## src/rtl/cdb_arbiter.sv

```systemverilog
// Common data bus arbiter: per-unit result FIFOs feeding a single registered
// broadcast port, granted round-robin one result per cycle.
module cdb_arbiter #(
  parameter int unsigned NUM_FU    = 4,
  parameter int unsigned DEPTH     = 2,
  parameter int unsigned DATA_W    = 32,
  parameter int unsigned ROB_IDX_W = 5
) (
  input  logic                          clk,
  input  logic                          rst,
  input  logic                          flush,
  input  logic [NUM_FU-1:0]             fu_valid,
  output logic [NUM_FU-1:0]             fu_ready,
  input  logic [NUM_FU*5-1:0]           fu_rd_addr,
  input  logic [NUM_FU*DATA_W-1:0]      fu_rd_data,
  input  logic [NUM_FU*ROB_IDX_W-1:0]   fu_rob_idx,
  output logic                          cdb_valid,
  output logic [4:0]                    cdb_rd_addr,
  output logic [DATA_W-1:0]             cdb_data,
  output logic [ROB_IDX_W-1:0]          cdb_rob_idx,
  output logic [$clog2(NUM_FU)-1:0]     cdb_src
);

  localparam int unsigned RD_W  = 5;
  localparam int unsigned SRC_W = $clog2(NUM_FU);
  localparam int unsigned PTR_W = $clog2(DEPTH);
  localparam int unsigned CNT_W = $clog2(DEPTH + 1);

  logic [RD_W-1:0]      rd_mem   [NUM_FU][DEPTH];
  logic [DATA_W-1:0]    data_mem [NUM_FU][DEPTH];
  logic [ROB_IDX_W-1:0] rob_mem  [NUM_FU][DEPTH];

  logic [PTR_W-1:0] head_q  [NUM_FU];
  logic [PTR_W-1:0] tail_q  [NUM_FU];
  logic [CNT_W-1:0] count_q [NUM_FU];
  logic [SRC_W-1:0] rr_ptr_q;

  logic                 cdb_valid_q;
  logic [RD_W-1:0]      cdb_rd_q;
  logic [DATA_W-1:0]    cdb_data_q;
  logic [ROB_IDX_W-1:0] cdb_rob_q;
  logic [SRC_W-1:0]     cdb_src_q;

  logic [SRC_W-1:0]     cand;
  logic [SRC_W-1:0]     winner;
  logic [SRC_W-1:0]     rr_d;
  logic                 grant_found;
  logic [NUM_FU-1:0]    enq;
  logic [NUM_FU-1:0]    deq;
  logic [RD_W-1:0]      head_rd;
  logic [DATA_W-1:0]    head_data;
  logic [ROB_IDX_W-1:0] head_rob;

  function automatic logic [SRC_W-1:0] wrap_idx(input int unsigned v);
    return SRC_W'(v % NUM_FU);
  endfunction

  // Round-robin scan starting at rr_ptr; only units holding an entry compete.
  always_comb begin
    cand        = '0;
    winner      = '0;
    grant_found = 1'b0;
    for (int unsigned off = 0; off < NUM_FU; off++) begin
      cand = wrap_idx(32'(rr_ptr_q) + off);
      if (!grant_found && (count_q[cand] != '0)) begin
        winner      = cand;
        grant_found = 1'b1;
      end
    end
    rr_d      = wrap_idx(32'(winner) + 1);
    head_rd   = rd_mem[winner][head_q[winner]];
    head_data = data_mem[winner][head_q[winner]];
    head_rob  = rob_mem[winner][head_q[winner]];
  end

  // Ready depends on occupancy only, so a full FIFO never lends credit to a same-cycle pop.
  always_comb begin
    fu_ready = '0;
    enq      = '0;
    deq      = '0;
    for (int unsigned i = 0; i < NUM_FU; i++) begin
      fu_ready[i] = !rst && (count_q[i] != CNT_W'(DEPTH));
      enq[i]      = fu_valid[i] && fu_ready[i] && !flush;
      deq[i]      = grant_found && (winner == SRC_W'(i));
    end
  end

  always_ff @(posedge clk) begin
    for (int unsigned i = 0; i < NUM_FU; i++) begin
      if (enq[i]) begin
        rd_mem[i][tail_q[i]]   <= fu_rd_addr[RD_W*i +: RD_W];
        data_mem[i][tail_q[i]] <= fu_rd_data[DATA_W*i +: DATA_W];
        rob_mem[i][tail_q[i]]  <= fu_rob_idx[ROB_IDX_W*i +: ROB_IDX_W];
      end
    end
  end

  always_ff @(posedge clk) begin
    if (rst) begin
      for (int unsigned i = 0; i < NUM_FU; i++) begin
        head_q[i]  <= '0;
        tail_q[i]  <= '0;
        count_q[i] <= '0;
      end
      rr_ptr_q    <= '0;
      cdb_valid_q <= 1'b0;
      cdb_rd_q    <= '0;
      cdb_data_q  <= '0;
      cdb_rob_q   <= '0;
      cdb_src_q   <= '0;
    end else if (flush) begin
      for (int unsigned i = 0; i < NUM_FU; i++) begin
        head_q[i]  <= '0;
        tail_q[i]  <= '0;
        count_q[i] <= '0;
      end
      cdb_valid_q <= 1'b0;
    end else begin
      for (int unsigned i = 0; i < NUM_FU; i++) begin
        if (enq[i]) tail_q[i] <= tail_q[i] + PTR_W'(1);
        if (deq[i]) head_q[i] <= head_q[i] + PTR_W'(1);
        if (enq[i] && !deq[i])      count_q[i] <= count_q[i] + CNT_W'(1);
        else if (!enq[i] && deq[i]) count_q[i] <= count_q[i] - CNT_W'(1);
      end
      cdb_valid_q <= grant_found;
      if (grant_found) begin
        cdb_src_q  <= winner;
        cdb_rd_q   <= head_rd;
        // Writes to x0 still complete in the ROB but must carry zero data.
        cdb_data_q <= (head_rd == '0) ? '0 : head_data;
        cdb_rob_q  <= head_rob;
        rr_ptr_q   <= rr_d;
      end
    end
  end

  always_ff @(posedge clk) begin
    if (!rst) begin
      for (int unsigned i = 0; i < NUM_FU; i++) begin
        assert (count_q[i] <= CNT_W'(DEPTH));
        assert (!(deq[i] && (count_q[i] == '0)));
      end
    end
  end

  assign cdb_valid   = cdb_valid_q;
  assign cdb_rd_addr = cdb_rd_q;
  assign cdb_data    = cdb_data_q;
  assign cdb_rob_idx = cdb_rob_q;
  assign cdb_src     = cdb_src_q;

endmodule

```

## config.mk

```make
export PLATFORM = sky130hd
export DESIGN_NAME = cdb_arbiter
export DESIGN_NICKNAME = d
export VERILOG_FILES = /design/src/rtl/cdb_arbiter.sv
export SDC_FILE = /design/constraint.sdc
export NUM_CORES = 1
export LEC_CHECK = 0
export ABC_AREA = 1
export CAP_MARGIN = 20
export CORE_ASPECT_RATIO = 0.8
export CORE_UTILIZATION = 40
export DETAILED_ROUTE_END_ITERATION = 7
export GPL_TIMING_DRIVEN = 0
export RECOVER_POWER = 25
export SETUP_SLACK_MARGIN = 0.05
export SYNTH_ARGS = -nofsm -noshare
export SYNTH_HDL_FRONTEND = slang
export SYNTH_SLANG_ARGS = --single-unit
```

## constraint.sdc

```tcl
create_clock -name clk -period 4.05 [get_ports clk]
set_input_delay 0.6075 -clock clk [delete_from_list [all_inputs] [get_ports clk]]
set_output_delay 0.6075 -clock clk [all_outputs]
set_load 0.02 [all_outputs]
```

## Yosys cells after proc, flatten, opt, wreduce, memory -nomap -nowiden

Memory sizes are Yosys's and may differ from the RTL's. A register that Yosys moved wholly into a read port is not among the register bits.
Index checks and enable logic that the tools add are counted.
W data, S select, Z words.

- Add/sub/neg operators: 20
- Order comparisons: 9
- Equal/unequal tests: 7
- Mux-type cells: 145
- Bitwise operators: 34
- Reductions and logical operators: 52

Operators with widths:

| cell | count |
|---|---|
| $mux W32 | 8 |
| $mux W64 | 4 |
| $demux W32 S1 | 4 |
| $mux W1 | 93 |
| $mux W5 | 10 |
| $mux W10 | 4 |
| $mux W2 | 18 |
| $logic_and A1 B1 Y1 | 31 |
| $or A1 B1 Y1 | 28 |
| $demux W5 S1 | 4 |
| $logic_not A1 Y1 | 13 |
| $add A2 B1 Y2 const B | 6 |
| $ge A2 B2 Y1 const B | 5 |
| $not A1 Y2 | 5 |
| $add A1 B1 Y1 const B | 8 |
| $lt A2 B1 Y1 const B | 4 |
| $ne A2 B2 Y1 const B | 4 |
| $reduce_bool A2 Y1 | 4 |
| $sub A2 B1 Y2 const B | 4 |
| $logic_not A5 Y1 | 1 |
| $add A2 B2 Y2 const B | 2 |
| $eq A2 B2 Y1 const B | 2 |
| $eq A2 B1 Y1 const B | 1 |
| $logic_not A2 Y1 | 1 |
| other kinds (3) | 3 |

- Bits in registers: 47
- Bits in writable memories: 352
- Bits of input ports: 175
- Output and inout port bits: 49
- Logic and storage cells: 279
- Memories kept: 6

Memories:

| memory | depth | width | read ports | clocked after memory_dff | write ports | line | text |
|---|---|---|---|---|---|---|---|
| data_mem | 4 | 64 | 1 | 0 | 4 | 30 | `logic [DATA_W-1:0] data_mem [NUM_FU][DEPTH];` |
| rd_mem | 4 | 10 | 1 | 0 | 4 | 29 | `logic [RD_W-1:0] rd_mem [NUM_FU][DEPTH];` |
| rob_mem | 4 | 10 | 1 | 0 | 4 | 31 | `logic [ROB_IDX_W-1:0] rob_mem [NUM_FU][DEPTH];` |
| count_q | 4 | 2 | 8 | 1 | 4 | 35 | `logic [CNT_W-1:0] count_q [NUM_FU];` |
| head_q | 4 | 1 | 5 | 0 | 4 | 33 | `logic [PTR_W-1:0] head_q [NUM_FU];` |
| tail_q | 4 | 1 | 4 | 0 | 4 | 34 | `logic [PTR_W-1:0] tail_q [NUM_FU];` |

## Longest topological paths before layout

- Word-level depth: 21
- Mapped depth: 22
- Mapped depth without buffers: 20

## Least setup slack after synthesis

No wires, ideal clock.

- Path kind: input port to flip-flop
- From: in rst
- To: mem data_mem[3][0] (netlist bit) (enable)
- Library setup time: 442 ps
- Arrival time: 3072 ps
- Required time: 3608 ps
- Setup slack: 537 ps
- Stages: 3
- Buffers on the path: 0
- Path through: a21oi_1 > nand3_1 > nor2_1

RTL lines:

| what | line | text |
|---|---|---|
| start, declared | 10 | `input logic rst,` |
| end, declared | 30 |  |

## Worst setup path in the final report

- From: in rst
- To: out fu_ready[1]

- Cells in the longest elaborated chain, start to end: 2

Ends and longest elaborated chain:

| what | line | text |
|---|---|---|
| $logic_not A1 Y1 | - |  |
| $logic_and A1 B1 Y1 | 82 | `fu_ready[i] = !rst && (count_q[i] != CNT_W'(DEPTH));` |
| end, declared | 13 | `output logic [NUM_FU-1:0] fu_ready,` |

No other way between the ends.

==> flow_summary_export.csv <==
group,metric,value,unit
sta,maxSlewHeadroom,0.3803,
floorplanning,die_h,185.1,um
cts,htree_levels,2,
global_routing,top_usage_layer,"met2",
yosys,ys_seq_area_frac,0.6878,
floorplanning,initial_core_util,0.4093,
floorplanning,io_pins,224,
route,vias_per_cell,5.190,
sta,setup_viol,0,
sta,fin_crit,3.802,ns
route,wirelength,50.12,mm
yosys,netlist.area_leader.share,0.6269,
route,drtIter0Drc,1181,
yosys,synth_area_per_cell,11.36,um2
cts,cts_made_buffers,43,
yosys,synth_nets,1658,
route,firstDrtPassIters,6,
yosys,synth_cells,1476,
sta,max_freq,263.0,MHz
run_status,status,"finished, final reports clean",
finish,final_nets,1936,
sta,fin_crit_sh,0.9388,
setup_path,worstSetupStartpointType,"primary input",
cts,clkLatencyLatePin,0.56,ns
finish,finish.utilization,0.5205,
global_routing,grt_overflow,0,
global_routing,grt_max_degree,26,
yosys,yosysTopAreaCell,"edfxtp_1",
cts,hold_buffers,0,
finish,multiInputGateArea,4268,um2
global_routing,grt_pass1_wl,73.25,mm
global_routing,grt_use_met2,0.3548,
floorplanning,die_x,230.9,um
cts,root_buffer,"clkbuf_16",
finish,fin_cells,2342,
placed_design,gp_congestion,0.8396,
sta,tns,0,ns
setup_path,cp.required,3.44,ns
floorplanning,core-area,40960,um2
route,avgRoutedWirePerCell,21.40,um
yosys,netlist_top_cells_area,"edfxtp_1 63%, nand2_1 8.0%, dfxtp_1 6.1%, nand3_1 3.4%, nor2_1 2.9%",
cts,cts_tree,"done",
global_routing,use_met3,0.03972,
yosys,syn-cell-area,16770,um2
yosys,yosys_most_used_dff,"edfxtp_1",
yosys,async_flop_share,0,
global_routing,first_global_vias,11830,
global_routing,track_usage,0.2341,
setup_path,crit_fanout,10,
placed_design,dp.cells,2253,
yosys,synth_commonest_cells,"357 x nand2_1, 350 x edfxtp_1, 131 x nor2_1",
route,num_vias,12160,
setup_path,arrival,3.19,ns
yosys,synth_edf_count,350,
yosys,synth.most_common_cell,"nand2_1",
sta,finalHoldViolCount,0,
cts,clk_pin_slew,0.06,ns
finish,fillers,3601,
setup_path,path_class,"in -> out",
cts,postCtsSetupBuffers,0,
yosys,synth_warnings,0,
global_routing,use_met1,0.3379,
route,drc_errors,0,
cts,cts_resized,0,
sta,rsz0062_at_grt,"false",
flow_run,cap_violations,0,
floorplanning,die_area,42740,um2
floorplanning,row_count,66,
sta,slew_viol_final,0,
setup_path,endpoint_kind,"primary output",
sta,worstMarginPinSlew,0.9274,ns
sta,finClkSkew,0.01902,ns
sta,hold_slack,0.4648,ns
min_path,min_path_type,"reg -> reg",
placed_design,dp_hpwl,35.12,mm
finish,area_delta_synth_final,27.16,%
cts,cts_sinks,401,
yosys,synth_cell_types,33,
finish,drive_gt1_frac,0.1056,
cts,cts_buffer_depth,3,
yosys,ys_ff_latch,401,
global_routing,antenna_found_initial,15,
route,drtAntennaViolNets,0,
finish,final-seq-area,11530,um2
placed_design,numPortBuffers,223,
==> layout make-up <==
class / count / area share
Inverter: 108 / 0.01913
Clock buffer: 62 / 0.05575
Tap cell: 544 / 0.03192
Buffer: 83 / 0.02905
Timing Repair Buffer: 233 / 0.1155
Multi-Input combinational cell: 884 / 0.2002
Antenna cell: 9 / 0.001056
Clock inverter: 18 / 0.006573
Sequential cell: 401 / 0.5408
==> critical path, cell delays in order <==
cell             delay (ns)
clkdlybuf4s50_1        0.69
clkbuf_1               0.64
clkbuf_1               0.56
nor2_1                 0.12
clkdlybuf4s50_1        0.56
==> placed cells by master (no fill, tap or decap), drive strengths merged <==
master / instances
nor3: 34
a21oi: 75
edfxtp: 350
inv: 110
clkdlybuf4s50: 121
mux2i: 1
clkinvlp: 3
dfxtp: 51
o211ai: 33
nand3b: 12
o21ai: 90
nand4: 5
nand2: 364
clkinv: 12
dlygate4sd3: 102
diode: 9
o211a: 1
nand3: 117
buf: 76
clkbuf: 79
or2: 1
nor2: 134
ha: 7
bufinv: 1
o32ai: 10
==> per-stage QoR <==
step | setup slack, ns | cell area (um2)
2_1_floorplan | 0.5368 | 16770
6_report | 0.2478 | 21320
3_5_place_dp | 0.2467 | 19970
3_3_place_gp | -1.941 | 19680
5_1_grt | 0.1583 | 21320
4_1_cts | 0.2361 | 21300
==> logic make-up (layout without fill, tap and decap cells) <==
| logic type | Yosys count | in the layout | synth area share |
|---|---|---|---|
| compound gates | 209 | 209 | 0.06985 |
| buf+inv | 191 | 504 | 0.06127 |
| mux | 1 | 1 | 0.0005970 |
| flops | 401 | 401 | 0.6878 |
| simple gates | 667 | 667 | 0.1753 |
| other cells | 0 | 9 | 0 |
| fa+ha+maj | 7 | 7 | 0.005224 |
==> path summary, 6_finish.rpt <==
path                                             startpoint                         to  slack [ns]  cells after the start
worst max-delay path                                    rst                fu_ready[1]        0.25                      5
worst min-delay path              cdb_data[14]$_SDFFE_PP0P_  cdb_data[14]$_SDFFE_PP0P_        0.46                      2
worst max register to register  count_q[3][0]$_SDFFCE_PN0P_    count_q[2][1]$_DFFE_PP_        0.64                     19
worst min register to register    cdb_data[14]$_SDFFE_PP0P_  cdb_data[14]$_SDFFE_PP0P_        0.46                      2
==> sequential cells by signal, indices dropped and copies added (netlist names), named ones only <==
name         count
data_mem       256
rd_mem          40
rob_mem         40
cdb_data        32
count_q          8
cdb_rd_addr      5
cdb_rob_idx      5
head_q           4
tail_q           4
cdb_src          2
rr_ptr_q         2
cdb_valid        1
==> routing by layer <==
layer / vias up / share of wire
met4: 2 / 0.026
met3: 90 / 0.077
li1: 5673 / -
met1: 5869 / 0.45
met2: 522 / 0.45
met5: - / 0.00026
Power is not shown: default switching activity piles up to over one toggle a cycle in this logic, so the estimate is an artifact.
